`config.mk`:
```
export PLATFORM = sky130hd
export DESIGN_NAME = pal_cfg_loader
export DESIGN_NICKNAME = d
export VERILOG_FILES = /design/src/rtl/pal_cfg_loader.sv
export SDC_FILE = /design/constraint.sdc
export NUM_CORES = 1
export LEC_CHECK = 0
export ABC_CLOCK_PERIOD_IN_PS = 2700
export BUFFER_PORTS_ARGS = -buffer_cell sky130_fd_sc_hd__buf_2
export CAP_MARGIN = 40
export CORE_MARGIN = 4
export CORE_UTILIZATION = 50
export CTS_CLUSTER_SIZE = 40
export DETAILED_ROUTE_END_ITERATION = 8
export GPL_TIMING_DRIVEN = 0
export PLACE_DENSITY = 0.67
export SLEW_MARGIN = 10
export SYNTH_ARGS = -nofsm -noshare
export SYNTH_HDL_FRONTEND = slang
export SYNTH_SLANG_ARGS = --single-unit
```
`constraint.sdc`:
```
create_clock -name clk -period 2.7 [get_ports clk]
set_clock_uncertainty 0.05 [all_clocks]
set_input_delay 0.54 -clock clk [delete_from_list [all_inputs] [get_ports clk]]
set_output_delay 0.54 -clock clk [all_outputs]
set_load 0.02 [all_outputs]
```
`src/rtl/pal_cfg_loader.sv`:
```
// pal_cfg_loader: byte-wide host port to PAL serial configuration chain.
// Bytes arrive over valid/ready and are shifted into the chain LSB-first,
// one shift-enable per bit. After CFG_BITS bits the apply level is raised.
//
// state       | meaning
// ------------+-------------------------------------------------------
// S_IDLE      | reset / aborted; fabric disabled, waiting for start
// S_WAIT_BYTE | byte_ready high, waiting for the next host byte
// S_SHIFT     | streaming the held byte into the chain, one bit/cycle
// S_APPLY     | full configuration loaded, cfg_apply held high
module pal_cfg_loader #(
  parameter int CFG_BITS = 598
) (
  input  logic       clk,
  input  logic       res_n,
  input  logic       start,
  input  logic       abort,
  input  logic       byte_valid,
  input  logic [7:0] byte_data,
  output logic       byte_ready,
  output logic       cfg_out,
  output logic       cfg_shift,
  output logic       cfg_apply,
  output logic       busy,
  output logic       done
);

  localparam int CNT_W = $clog2(CFG_BITS + 1);
  localparam logic [CNT_W-1:0] LP_LAST = CNT_W'(CFG_BITS);

  typedef enum logic [1:0] {
    S_IDLE,
    S_WAIT_BYTE,
    S_SHIFT,
    S_APPLY
  } state_t;

  state_t           r_state;
  logic [CNT_W-1:0] r_cnt;
  logic [2:0]       r_idx;
  logic [7:0]       r_shreg;
  logic             r_byte_ready;
  logic             r_cfg_out;
  logic             r_cfg_shift;
  logic             r_cfg_apply;
  logic             r_busy;
  logic             r_done;

  logic [CNT_W-1:0] w_cnt_nxt;
  logic             w_last_bit;

  // Bit counter look-ahead: the edge that shifts the final chain bit.
  always_comb begin
    w_cnt_nxt  = r_cnt + CNT_W'(1);
    w_last_bit = (w_cnt_nxt == LP_LAST);
  end

  // Sequencer with registered outputs; cfg_out always mirrors r_shreg[0]
  // while shifting, and the counter stops at CFG_BITS.
  always_ff @(posedge clk or negedge res_n) begin
    if (!res_n) begin
      r_state      <= S_IDLE;
      r_cnt        <= '0;
      r_idx        <= '0;
      r_shreg      <= '0;
      r_byte_ready <= 1'b0;
      r_cfg_out    <= 1'b0;
      r_cfg_shift  <= 1'b0;
      r_cfg_apply  <= 1'b0;
      r_busy       <= 1'b0;
      r_done       <= 1'b0;
    end else begin
      r_done <= 1'b0;
      if (abort) begin
        r_state      <= S_IDLE;
        r_cnt        <= '0;
        r_idx        <= '0;
        r_shreg      <= '0;
        r_byte_ready <= 1'b0;
        r_cfg_out    <= 1'b0;
        r_cfg_shift  <= 1'b0;
        r_cfg_apply  <= 1'b0;
        r_busy       <= 1'b0;
      end else begin
        case (r_state)
          S_IDLE, S_APPLY: begin
            if (start) begin
              r_state      <= S_WAIT_BYTE;
              r_cnt        <= '0;
              r_idx        <= '0;
              r_cfg_apply  <= 1'b0;
              r_byte_ready <= 1'b1;
              r_busy       <= 1'b1;
            end
          end
          S_WAIT_BYTE: begin
            if (byte_valid && r_byte_ready) begin
              r_state      <= S_SHIFT;
              r_shreg      <= byte_data;
              r_idx        <= '0;
              r_cfg_out    <= byte_data[0];
              r_cfg_shift  <= 1'b1;
              r_byte_ready <= 1'b0;
            end
          end
          S_SHIFT: begin
            r_cnt   <= w_cnt_nxt;
            r_idx   <= r_idx + 3'd1;
            r_shreg <= {1'b0, r_shreg[7:1]};
            if (w_last_bit) begin
              // Remaining bits of a partial final byte are dropped here.
              r_state     <= S_APPLY;
              r_cfg_shift <= 1'b0;
              r_cfg_out   <= 1'b0;
              r_cfg_apply <= 1'b1;
              r_done      <= 1'b1;
              r_busy      <= 1'b0;
            end else if (r_idx == 3'd7) begin
              r_state      <= S_WAIT_BYTE;
              r_cfg_shift  <= 1'b0;
              r_cfg_out    <= 1'b0;
              r_byte_ready <= 1'b1;
            end else begin
              r_cfg_out <= r_shreg[1];
            end
          end
          default: begin
            r_state <= S_IDLE;
          end
        endcase
      end
    end
  end

  assign byte_ready = r_byte_ready;
  assign cfg_out    = r_cfg_out;
  assign cfg_shift  = r_cfg_shift;
  assign cfg_apply  = r_cfg_apply;
  assign busy       = r_busy;
  assign done       = r_done;

endmodule
```
After elaboration in Yosys (flattened, before gate mapping):

Index checks and enable logic that the tools add are counted.

* add/sub/neg operators: 2
* multiply operators: 0
* div/mod/pow operators: 0
* magnitude comparators: 0
* equality and inequality tests: 11
* shifts and indexed selects: 0
* muxes and demuxes: 42
* bitwise operators: 0
* reduce and logical (&&, ||, !) cells: 12

Operators with widths (count)
* 1-bit 2-to-1 mux: 21
* 10-bit 2-to-1 mux: 2
* 10-bit one-hot mux with 2 select lines: 1
* 8-bit 2-to-1 mux: 2
* 8-bit one-hot mux with 2 select lines: 1
* 3-bit != test (second input constant): 5
* 10-bit by 1-bit adder with 10-bit output (second input constant): 1
* 10-bit equality test (second input constant): 1
* 2-bit 2-to-1 mux: 5
* 3-bit 2-to-1 mux: 3
* 3-bit one-hot mux with 3 select lines: 1
* 3-bit AND reduction: 3
* 1-bit one-hot mux with 2 select lines: 4
* 2-bit one-hot mux with 3 select lines: 1
* 2-bit AND reduction: 3
* 3-bit nonzero test: 2
* 2-bit equality test (second input constant): 2
* 4-bit != test (second input constant): 1
* 4-bit AND reduction: 1
* 3-bit by 1-bit adder with 3-bit output (second input constant): 1
* 3-bit equality test (second input constant): 1
* 1-bit one-hot mux with 3 select lines: 1
* 2-bit by 1-bit equality test with 1-bit output (second input constant): 1
* 2-bit zero test: 1
* other kinds (2): 2

* flip-flop bits (word level): 29
* latch bits: 0
* memory bits (writable): 0
* ROM bits: 0
* input bits: 13
* memories kept: 0

Longest topological paths before layout:

* word-level depth: 5
* gate-level depth with buffers: 8
* depth with buffers taken out: 7

Least setup slack after synthesis:

OpenSTA, ideal clock, no wires.

* kind: register to register
* start: reg r_state[0]
* end: reg r_state[0]
* library setup time: 0.125 ns
* arrival: 1.911 ns
* setup slack: 0.614 ns
* cell stages (with the launch flop): 8
* buffers on the path: 0
* period minus slack after synthesis: 2.086 ns
* cells stage by stage: dfrtp_1 -> inv_1 -> ha_1 -> nand2b_1 -> a21oi_1 -> a2111oi_2 -> a21oi_2 -> mux2_4

* cells in the longest elaborated chain, start to end: 4
* elaborated cells on any way between the ends: 11

Ends and longest elaborated chain
* start: declaration: line 38 `state_t r_state;`
* start signal: assignment: line 62 `r_state <= S_IDLE;`
* start signal: assignment: line 75 `r_state <= S_IDLE;`
* start signal: assignment: line 88 `r_state <= S_WAIT_BYTE;`
* 2-bit equality test / 2-bit zero test (equally long branches): line 85 `case (r_state)`
* 2-bit OR reduction: line 85
* 3-bit != test (no line) / 2-bit one-hot mux with 3 select lines (equally long branches)
* 3-bit AND reduction (no line) / 2-bit 2-to-1 mux (equally long branches)

Several ways; a longest one is shown, not always the timed one.
A chain may end at the register's enable or synchronous reset.

Final worst setup path:

Same ends and word-level chain as after synthesis.

==> metrics.md <==
| Metric | Value |
|---|---|
| Status | finished clean |
| Worst-path clk slew | 0.15 ns |
| Ys flop type | dfrtp_1 |
| Largest cells by area after synthesis | dfrtp_1 43%, ha_1 4.6%, nand2_1 4.4%, mux2i_1 4.3%, o21ai_0 4.3% |
| GRT busiest layer | met2 |
| Die Y | 65.10 µm |
| Hold_buf cts | 0 |
| Sw frac | 0.3509 |
| Number of I/O port buffers | 17 |
| Row cnt | 20 |
| Yosys Warn Count | 0 |
| P_sw | 0.4386 mW |
| Part of the cycle the worst path needs | 0.8983 |
| Core area | 3078 µm² |
| Seq cells post-synth | 28 |
| GR Util All Layers | 0.1839 |
| Leakage | 0.8148 nW |
| Sequential area share after synthesis | 0.4298 |
| Final wirelength | 3.488 mm |
| Vias per cell | 5.671 |
| Setup bufs post-CTS | 0 |
| Top cell type's share of synthesized area | 0.4298 |
| Worst-path fanout max | 9 |
| Met1 Resource Use GR | 0.2409 |
| CTS Root Cell | clkbuf_4 |
| Final WS setup | 0.2745 ns |
| # diodes | 0 |
| DR pass1 iterations | 4 |
| Initial antenna violation count | 0 |
| Reg power frac | 0.433 |
| Gp weighted congestion | 0.8153 |
| Remaining Overflow, GRT | 0 |
| Max Cap Viol | 0 |
| Non-filler cells, final | 237 |
| Vias in the first global route | 1352 |
| Setup TNS Final | 0 ns |
| Startpoint types | register |
| Crit path capture type | register |
| CTS Buf Count | 3 |
| Die area | 4238 µm² |
| Synthesized area | 1630 µm² |
| Area delta synth->final | 12.13% |
| DR WL/cell | 14.72 µm |
| DP Worst Slack | 0.2868 ns |
| Post-synth EDFFs | 0 |
| Largest net degree at the start of global routing | 29 |
| Slew at the pin with the worst max-slew slack | 0.7795 ns |
| Final min period | 2.425 ns |
| Fin nets | 213 |
| Share of flip-flops with an asynchronous set or reset | 1.000 |
| Clk buf depth | 2 |
| Routed via count | 1344 |
| Power share of the clock group | 0.219 |
| CP arrival | 2.60 ns |
| Max-slew violations | 0 |
| Logic gate share of total power | 0.348 |
| Final setup vio count | 0 |
| Relative slew slack | 0.4772 |
| Post-synthesis cell count | 171 |
| Share of cells above drive strength 1 | 0.1865 |
| Library cells used by synthesis | 50 |
| Post_cts resized | 0 |
| Clk sinks | 28 |
| Hold crit path type | primary input to asynchronous set/reset pin |
| Post-Syn Area per Cell | 9.534 µm² |
| RSZ-0062 raised after global routing | no |
| Fillcell total | 285 |
| Residual DRC | 0 |
| Initial Util | 0.5297 |
| Placed insts | 233 |
| First-pass GRT wire length | 6.147 mm |
| H-tree Lvls | 1 |
| Power per cell area | 683.8 nW/µm² |
| Number of top-level pins | 19 |
| P_int | 0.8114 mW |
| M3 GR Usage | 0.04444 |
| CTS tree | yes |
| Die width | 65.10 µm |
| Peak VDD IR | 0.2744 mV |
| Worst-skew pair later-pin latency | 0.33 ns |
| Maximum clock rate | 412.3 MHz |
| Final hold violation count | 0 |
| DR iter-0 viols | 50 |
| Hpwl dp | 2.703 mm |
| CP Class | register to register |
| Synth Net Count | 190 |
| Antenna Violating Nets Remaining | 0 |
| Synth area leader | dfrtp_1 |
| Met2 Usage GRT | 0.3091 |
| Worst EP required | 2.88 ns |
| Total power | 1.250 mW |
cells in the mapped netlist (all sizes together) (4+ instances only):
cell    instances
mux2i           7
inv             5
o31ai           8
o21ai          14
dfrtp          28
a21oi           6
nor2           18
nor2b           4
nand3           5
clkbuf          5
nor3            4
nand2          20
ha              6
cell usage in the layout (no fill, tap or decap), types with 2 or more instances in the layout:
master,Yosys,layout
o31ai_1,8,8
clkbuf_1,5,5
nor2b_1,4,4
a21oi_1,5,5
nor3_1,4,4
buf_2,0,18
clkbuf_4,0,3
o41ai_1,2,2
nor3b_1,2,2
o21ai_0,14,14
nand4_1,2,2
nand3_1,5,5
dfrtp_1,28,28
inv_1,4,4
nand2_1,19,19
nor2_1,18,18
xnor2_1,3,3
a211oi_1,2,2
mux2i_1,7,7
nand2b_1,2,2
ha_1,6,6
metrics by stage:
step / instance area (µm²) / hold slack [ns] / util
2_1_floorplan: 1630 / 0.1944 / -
3_3_place_gp: 1770 / 0.4102 / 0.5752
3_5_place_dp: 1775 / 0.4165 / 0.5768
4_1_cts: 1828 / 0.1522 / 0.5939
5_1_grt: 1828 / 0.1623 / 0.5939
6_report: 1828 / 0.1527 / 0.5939
area by class of cell:
type / instances / area [µm²] / share of cell area
plain buffers: 6 / 26.28 / 0.01437
clock buffers: 3 / 22.52 / 0.01232
clock inverters: 1 / 30.03 / 0.01643
inverters: 5 / 18.77 / 0.01027
multi-input cells: 132 / 884.6 / 0.4839
flip-flops and latches: 28 / 700.7 / 0.3833
well taps: 44 / 55.05 / 0.03012
repair buffers: 18 / 90.09 / 0.04928
kinds of logic (layout without fill, tap and decap cells):
family          Yosys count  in the layout  synth area share
buf+inv                  11             33           0.02763
fa+ha+maj                 6              6           0.04605
xor+xnor                  3              3           0.01612
compound gates           49             49            0.2149
mux                       9              9           0.05909
simple gates             65             65            0.2064
flops                    28             28            0.4298
final timing paths:
path,from,end,slack (ns),cells past startpoint
max,r_state[0],r_state[0],0.27,7
max in group asynchronous,res_n,r_cnt[2],2.03,1
min,res_n,cfg_out,0.15,1
min reg2reg,r_shreg[4],r_shreg[4],0.45,2
min in group clk,byte_data[7],r_shreg[7],0.38,3
max reg2reg,r_state[0],r_state[0],0.27,7
per-layer routing:
layer / wire length (µm) / up-vias / part of all wire
met5: 0 / - / 0
met4: 23 / 0 / 0.0066
met1: 1608 / 646 / 0.46
li1: - / 672 / -
met3: 141 / 4 / 0.040
met2: 1715 / 22 / 0.49
registers in the layout, summed over array words and instances (netlist names):
| signal | cells |
|---|---|
| r_idx | 3 |
| byte_ready | 1 |
| r_state | 2 |
| cfg_apply | 1 |
| cfg_shift | 1 |
| r_shreg | 7 |
| busy | 1 |
| cfg_out | 1 |
| r_cnt | 10 |
| done | 1 |
power by group through the flow:
stage          Combinational, mW  Sequential (mW)  Clock [mW]
2_1_floorplan              0.289            0.572           0
3_3_place_gp               0.423            0.544           0
3_5_place_dp               0.437            0.549           0
4_1_cts                    0.437            0.542       0.287
5_1_grt                    0.483            0.552       0.306
6_report                   0.435            0.542       0.274
critical path, stage by stage, from the launching register on:
cell	delay [ns]
dfrtp_1	0.40
inv_1	0.06
ha_1	0.37
nand2b_1	0.19
a21oi_1	0.58
a2111oi_2	0.13
a21oi_2	0.24
mux2_4	0.32
(Power assumes the default switching activity.)
